[src/rtl/addsub_arb_pkg.sv]
// Shared types and opcode constants for the add/sub arbiter and its clients.
package addsub_arb_pkg;

    typedef enum logic {EMPTY, FULL} rsp_state_t;

    localparam logic OP_ADD = 1'b1;
    localparam logic OP_SUB = 1'b0;

endpackage

[src/rtl/rr_arbiter.sv]
// Combinational round-robin arbiter: first requester at or after ptr, with wrap-around.
module rr_arbiter #(
    parameter  int NREQ = 4,
    localparam int IDW  = $clog2(NREQ)
) (
    input  logic [NREQ-1:0] req,
    input  logic [IDW-1:0]  ptr,
    input  logic            en,
    output logic [NREQ-1:0] gnt,
    output logic [IDW-1:0]  idx
);

    always_comb begin : search
        int            c;
        logic [IDW-1:0] cand;
        logic          found;
        gnt   = '0;
        idx   = '0;
        c     = 0;
        cand  = '0;
        found = 1'b0;
        if (en) begin
            for (int i = 0; i < NREQ; i++) begin
                c    = (int'(ptr) + i) % NREQ;
                cand = c[IDW-1:0];
                if (!found && req[cand]) begin
                    found     = 1'b1;
                    gnt[cand] = 1'b1;
                    idx       = cand;
                end
            end
        end
    end

endmodule

[src/rtl/addsub_arbiter.sv]
// One shared 8-bit add/sub datapath, round-robin arbitrated, with a single registered
// response entry that can drain and reload on the same edge.
module addsub_arbiter
    import addsub_arb_pkg::*;
#(
    parameter  int NREQ  = 4,
    parameter  int WIDTH = 8,
    localparam int IDW   = $clog2(NREQ)
) (
    input  logic                  clk,
    input  logic                  rst,
    input  logic [NREQ-1:0]       req_valid,
    output logic [NREQ-1:0]       req_ready,
    input  logic [NREQ*WIDTH-1:0] req_dataa,
    input  logic [NREQ*WIDTH-1:0] req_datab,
    input  logic [NREQ-1:0]       req_add_sub,
    output logic                  rsp_valid,
    input  logic                  rsp_ready,
    output logic [IDW-1:0]        rsp_id,
    output logic [WIDTH-1:0]      rsp_result,
    output logic                  busy
);

    rsp_state_t       state_q, state_d;
    logic [IDW-1:0]   ptr_q, ptr_d;
    logic [IDW-1:0]   id_q, id_d;
    logic [WIDTH-1:0] res_q, res_d;

    logic             can_issue;
    logic [NREQ-1:0]  gnt;
    logic [IDW-1:0]   gidx;
    logic             xfer;
    logic [WIDTH-1:0] opa, opb, alu;

    assign can_issue = (state_q == EMPTY) || rsp_ready;

    rr_arbiter #(
        .NREQ (NREQ)
    ) u_arb (
        .req (req_valid),
        .ptr (ptr_q),
        .en  (can_issue),
        .gnt (gnt),
        .idx (gidx)
    );

    // Grants are suppressed while reset is asserted so no requester sees a lost accept.
    assign req_ready = rst ? '0 : gnt;
    assign xfer      = |gnt;

    assign opa = req_dataa[gidx*WIDTH +: WIDTH];
    assign opb = req_datab[gidx*WIDTH +: WIDTH];

    always_comb begin
        alu = '0;
        case (req_add_sub[gidx])
            OP_ADD:  alu = opa + opb;
            OP_SUB:  alu = opa - opb;
            default: alu = '0;
        endcase
    end

    always_comb begin
        state_d = state_q;
        ptr_d   = ptr_q;
        id_d    = id_q;
        res_d   = res_q;
        if (xfer) begin
            state_d = FULL;
            id_d    = gidx;
            res_d   = alu;
            ptr_d   = (gidx == IDW'(NREQ - 1)) ? '0 : gidx + 1'b1;
        end else if (state_q == FULL && rsp_ready) begin
            state_d = EMPTY;
        end
    end

    always_ff @(posedge clk) begin
        if (rst) begin
            state_q <= EMPTY;
            ptr_q   <= '0;
            id_q    <= '0;
            res_q   <= '0;
        end else begin
            state_q <= state_d;
            ptr_q   <= ptr_d;
            id_q    <= id_d;
            res_q   <= res_d;
        end
    end

    assign rsp_valid  = (state_q == FULL);
    assign busy       = (state_q == FULL);
    assign rsp_id     = id_q;
    assign rsp_result = res_q;

endmodule

[config.mk]
export PLATFORM = sky130hd
export DESIGN_NAME = addsub_arbiter
export DESIGN_NICKNAME = d
export VERILOG_FILES = /design/src/rtl/addsub_arb_pkg.sv /design/src/rtl/rr_arbiter.sv /design/src/rtl/addsub_arbiter.sv
export SDC_FILE = /design/constraint.sdc
export NUM_CORES = 1
export LEC_CHECK = 0
export BUFFER_PORTS_ARGS = -buffer_cell sky130_fd_sc_hd__buf_4
export CAP_MARGIN = 30
export CELL_PAD_IN_SITES_DETAIL_PLACEMENT = 1
export CELL_PAD_IN_SITES_GLOBAL_PLACEMENT = 1
export CORE_UTILIZATION = 37
export CTS_CLUSTER_DIAMETER = 60
export DETAILED_ROUTE_END_ITERATION = 10
export GPL_TIMING_DRIVEN = 0
export PLACE_DENSITY = 0.95
export SYNTH_ARGS = -nofsm -noshare
export SYNTH_HDL_FRONTEND = slang
export SYNTH_SLANG_ARGS = --single-unit
[constraint.sdc]
create_clock -name clk -period 7.8 [get_ports clk]
set_clock_uncertainty 0.1 [all_clocks]
set_input_delay 0.78 -clock clk [delete_from_list [all_inputs] [get_ports clk]]
set_output_delay 0.78 -clock clk [all_outputs]
set_load 0.02 [all_outputs]
==> results.toml <==
[yosys]
yosys.area_share.simple = 0.2403
synthAdderAreaFrac = 0.1005
synth_enable_flop_cells = 0
yosys_most_used_dff = "sky130_fd_sc_hd__dfxtp_1"
syn-instance-count = 276
syn_avg_cell_area_um2 = 7.942
share_of_synthesized_registers_carrying_an_async_set_or_reset = 0
netlist_top_cells_area = "sky130_fd_sc_hd__mux2i_1 12%, sky130_fd_sc_hd__dfxtp_1 12%, sky130_fd_sc_hd__ha_1 9.1%"
syn-num-nets = 368
synth_top_family_by_area = "simple AND/OR/NAND/NOR gates"
xor_and_xnor_fraction_of_the_mapped_netlist_area = 0.05993
synthesis.area_mm2 = 0.002192
synth_top_cell_area_share = 0.1233
netlist-cell-type-count = 58
synth_top_cell_by_area = "sky130_fd_sc_hd__mux2i_1"
synth_compound_area_frac = 0.1855
synthMuxAreaShare = 0.2175
synth-seq-area-share = 0.1187
yosys_warnings = 0
synth.ff_latch_count = 13

[sta]
setup_viol = 0
final_max_slew_viol_count = 0
post-route-min-period_ns = 5.960
slew-limit-headroom = 0.6869
post-route-period-util = 0.7641
rsz_0062_raised_after_global_routing = "false"
timing.setup.tns_ns = 0
worstMarginPinSlew_ns = 0.4685
hold_violation_total_from_the_final_report = 0
fmaxAchievable_mhz = 167.8

[finish]
filler_cell_count = 729
final_nets = 463
multi_input_comb_area_mm2 = 0.001762
drive_gt1_frac = 0.3432
stdcell_count = 442
ff_latch_area_um2 = 260.3
layout-area-overhead-vs-synth_pct = 37.04
insertedDiodeCount = 0

[clock_tree]
worst_setup_hold_path_clk_slew_ns = 0.06
cts_setup_buffers = 0
htree_levels = 1
cts_inserted_buffers = 3
clkSinkCount = 13
clock_tree.buffer_depth = 2
cts_root_buf = "sky130_fd_sc_hd__clkbuf_8"
cts-resized-gates = 0
cts_hold_buffers = 0
cts_tree = "yes"
insertion_delay_ns = 0.24

[placement]
place.detailed.instances = 438
dp.final_hpwl_um = 6110
gp_congestion = 0.8268
io_buffers = 90

[global_routing]
grt_use_total = 0.2302
initial_antenna_violation_count = 0
total_gr_overflow = 0
first_global_vias = 2563
first_pass_grt_wire_length_um = 11490
grt_start_max_net_pins = 11

[setup_path]
reg2regPathDepth = 23
cp_data_arrival_time_ns = 6.01
crit_type = "reg -> reg"
critical_path_peak_fanout = 10
critPathRequiredTime_ns = 7.85
critPathLaunchType = "flop"
ff2ff_setup_slack_ns = 1.84
worstSetupEndpointType = "flop"
reg2reg_to = "rsp_result[7]"
r2r_start = "ptr_q[1]"

[hold_path]
min_delay_path_depth = 2
min_path_type = "reg -> reg"
hold_path_startpoint = "rsp_result[1]"
min_delay_worst_endpoint = "rsp_result[1]"

[die]
floorplan.die.height_um = 78.97
ios = 91
number_of_rows_created_at_floorplan = 27
start_util = 0.3909
core_region_area_mm2 = 0.005608
die_width_um = 78.97
floorplan.die_area_mm2 = 0.006236

[power_and_ir_drop]
leakage_uw = 0.001459
share_of_total_power_in_combinational_logic = 0.886
power.switching_uw = 830.7
clock_power_share = 0.038
seqPwrFrac = 0.076
areal_power_density_over_the_cells_mw_per_mm2 = 533.8
power_switching_share = 0.5180
vdd.ir_drop.worst_mv = 0.2740
internal_power_uw = 773.0

[route]
drt-pass1-iter-count = 4
final_antenna_net_count = 0
wl_per_cell_um = 16.31
wl_um = 7210
drc = 0
route.detailed.vias_per_inst = 5.525
detailroute.via_count = 2442
drtIter0Drc = 65

[run]
drv.max_cap_violation_count = 0

[outcome]
outcome = "finished, final reports clean"
registers in the layout (all words and copies together), names as in the netlist:
| register | count |
|---|---|
| busy | 1 |
| ptr_q | 2 |
| rsp_result | 8 |
| rsp_id | 2 |
placed cells by master (no fill, tap or decap), types with 4 or more instances in the layout:
master,synthesis,layout
sky130_fd_sc_hd__a21oi_1,14,14
sky130_fd_sc_hd__inv_1,14,14
sky130_fd_sc_hd__xnor2_1,8,8
sky130_fd_sc_hd__ha_1,16,16
sky130_fd_sc_hd__mux2_2,5,5
sky130_fd_sc_hd__nor2_1,24,24
sky130_fd_sc_hd__mux2i_1,27,27
sky130_fd_sc_hd__and3_1,7,7
sky130_fd_sc_hd__o221ai_1,5,5
sky130_fd_sc_hd__buf_4,2,92
sky130_fd_sc_hd__nor3_1,4,4
sky130_fd_sc_hd__clkbuf_1,9,9
sky130_fd_sc_hd__o21ai_0,7,7
sky130_fd_sc_hd__a31oi_1,8,8
sky130_fd_sc_hd__xor2_1,7,7
sky130_fd_sc_hd__nand3_1,6,6
sky130_fd_sc_hd__a21o_1,4,4
sky130_fd_sc_hd__nand3b_1,4,4
sky130_fd_sc_hd__a21boi_0,4,4
sky130_fd_sc_hd__buf_6,4,4
sky130_fd_sc_hd__nand2b_1,4,4
sky130_fd_sc_hd__dfxtp_1,13,13
sky130_fd_sc_hd__nor2b_1,6,6
sky130_fd_sc_hd__nand2_1,30,30
worst max-delay path: stages, from the launching register on:
cell	delay, ns
sky130_fd_sc_hd__dfxtp_1	0.44
sky130_fd_sc_hd__clkbuf_1	0.40
sky130_fd_sc_hd__inv_1	0.22
sky130_fd_sc_hd__ha_1	0.38
sky130_fd_sc_hd__buf_2	0.23
sky130_fd_sc_hd__mux2_2	0.36
sky130_fd_sc_hd__a221oi_1	0.41
sky130_fd_sc_hd__a221oi_2	0.13
sky130_fd_sc_hd__buf_6	0.19
sky130_fd_sc_hd__mux2i_1	0.12
sky130_fd_sc_hd__mux2i_1	0.28
sky130_fd_sc_hd__inv_1	0.08
sky130_fd_sc_hd__ha_1	0.29
sky130_fd_sc_hd__mux2_2	0.27
sky130_fd_sc_hd__ha_1	0.27
sky130_fd_sc_hd__a21o_1	0.17
sky130_fd_sc_hd__a21oi_1	0.24
sky130_fd_sc_hd__nor2b_1	0.08
sky130_fd_sc_hd__o21ai_0	0.22
sky130_fd_sc_hd__a21oi_1	0.13
sky130_fd_sc_hd__a211o_1	0.28
sky130_fd_sc_hd__a21o_1	0.19
sky130_fd_sc_hd__mux2_4	0.28
sky130_fd_sc_hd__o311ai_2	0.08
per-stage QoR:
stage	total power, uW	setup WS, ns	hold slack, ns	instance area (um^2)	utilization
after floorplan	1172	2.663	0.4709	2192	-
after global placement	1446	2.048	0.3804	2958	0.5274
after detailed placement	1529	1.882	0.3940	2958	0.5274
after CTS	1609	1.856	0.4258	3004	0.5357
after global routing	1738	1.455	0.4528	3004	0.5357
final	1604	1.840	0.4226	3004	0.5357
final cells by class:
cell class | instances | share of cell area
buffer | 19 | 0.03790
clock buffer | 3 | 0.01374
clock inverter | 1 | 0.001666
inverter | 15 | 0.01874
multi-input combinational | 229 | 0.5864
sequential | 13 | 0.08663
tap | 72 | 0.02999
timing repair buffer | 90 | 0.2249
routing by layer:
layer / track usage / vias up / routed length [um]
met1: 0.2632 / 1184 / 2849
met4: 0.05273 / 0 / 78
met2: 0.4491 / 70 / 3979
met3: 0.02529 / 10 / 302
met5: 0 / - / 0
li1: - / 1178 / -
kinds of logic after synthesis:
group	Yosys count
AND/OR/NAND/NOR	100
AO/OA/AOI/OAI	57
multiplexers	40
buffers and inverters	34
adder cells (fa/ha/maj)	17
XOR/XNOR	15
flip-flops	13
synthesized netlist by cell type (4+ instances only):
library cell / n
sky130_fd_sc_hd__xnor2_1: 8
sky130_fd_sc_hd__inv_1: 14
sky130_fd_sc_hd__dfxtp_1: 13
sky130_fd_sc_hd__nand3b_1: 4
sky130_fd_sc_hd__ha_1: 16
sky130_fd_sc_hd__a21o_1: 4
sky130_fd_sc_hd__a21oi_1: 14
sky130_fd_sc_hd__o21ai_0: 7
sky130_fd_sc_hd__xor2_1: 7
sky130_fd_sc_hd__mux2i_1: 27
sky130_fd_sc_hd__o221ai_1: 5
sky130_fd_sc_hd__nor3_1: 4
sky130_fd_sc_hd__a31oi_1: 8
sky130_fd_sc_hd__and3_1: 7
sky130_fd_sc_hd__a21boi_0: 4
sky130_fd_sc_hd__mux2_2: 5
sky130_fd_sc_hd__nor2b_1: 6
sky130_fd_sc_hd__buf_6: 4
sky130_fd_sc_hd__clkbuf_1: 9
sky130_fd_sc_hd__nand2_1: 30
sky130_fd_sc_hd__nand3_1: 6
sky130_fd_sc_hd__nor2_1: 24
sky130_fd_sc_hd__nand2b_1: 4
power by group through the flow:
stage / Clock, uW / Sequential, uW / Combinational (uW)
global placement: 0 / 121 / 1320
CTS: 60.0 / 122 / 1430
global route: 65.1 / 125 / 1550
detailed placement: 0 / 123 / 1410
finish: 60.2 / 122 / 1420
floorplan: 0 / 144 / 1030
worst max-delay path by stage:
stage,startpoint,endpoint,slack [ns],depth (start not counted)
after floorplan,ptr_q[1],rsp_result[7],2.66,23
after global placement,ptr_q[1],rsp_result[7],2.05,23
after detailed placement,ptr_q[1],rsp_result[7],1.88,23
after CTS,ptr_q[1],rsp_result[7],1.86,23
after global routing,ptr_q[1],rsp_result[7],1.45,23
final,ptr_q[1],rsp_result[7],1.84,23
(Power assumes the default switching activity.)
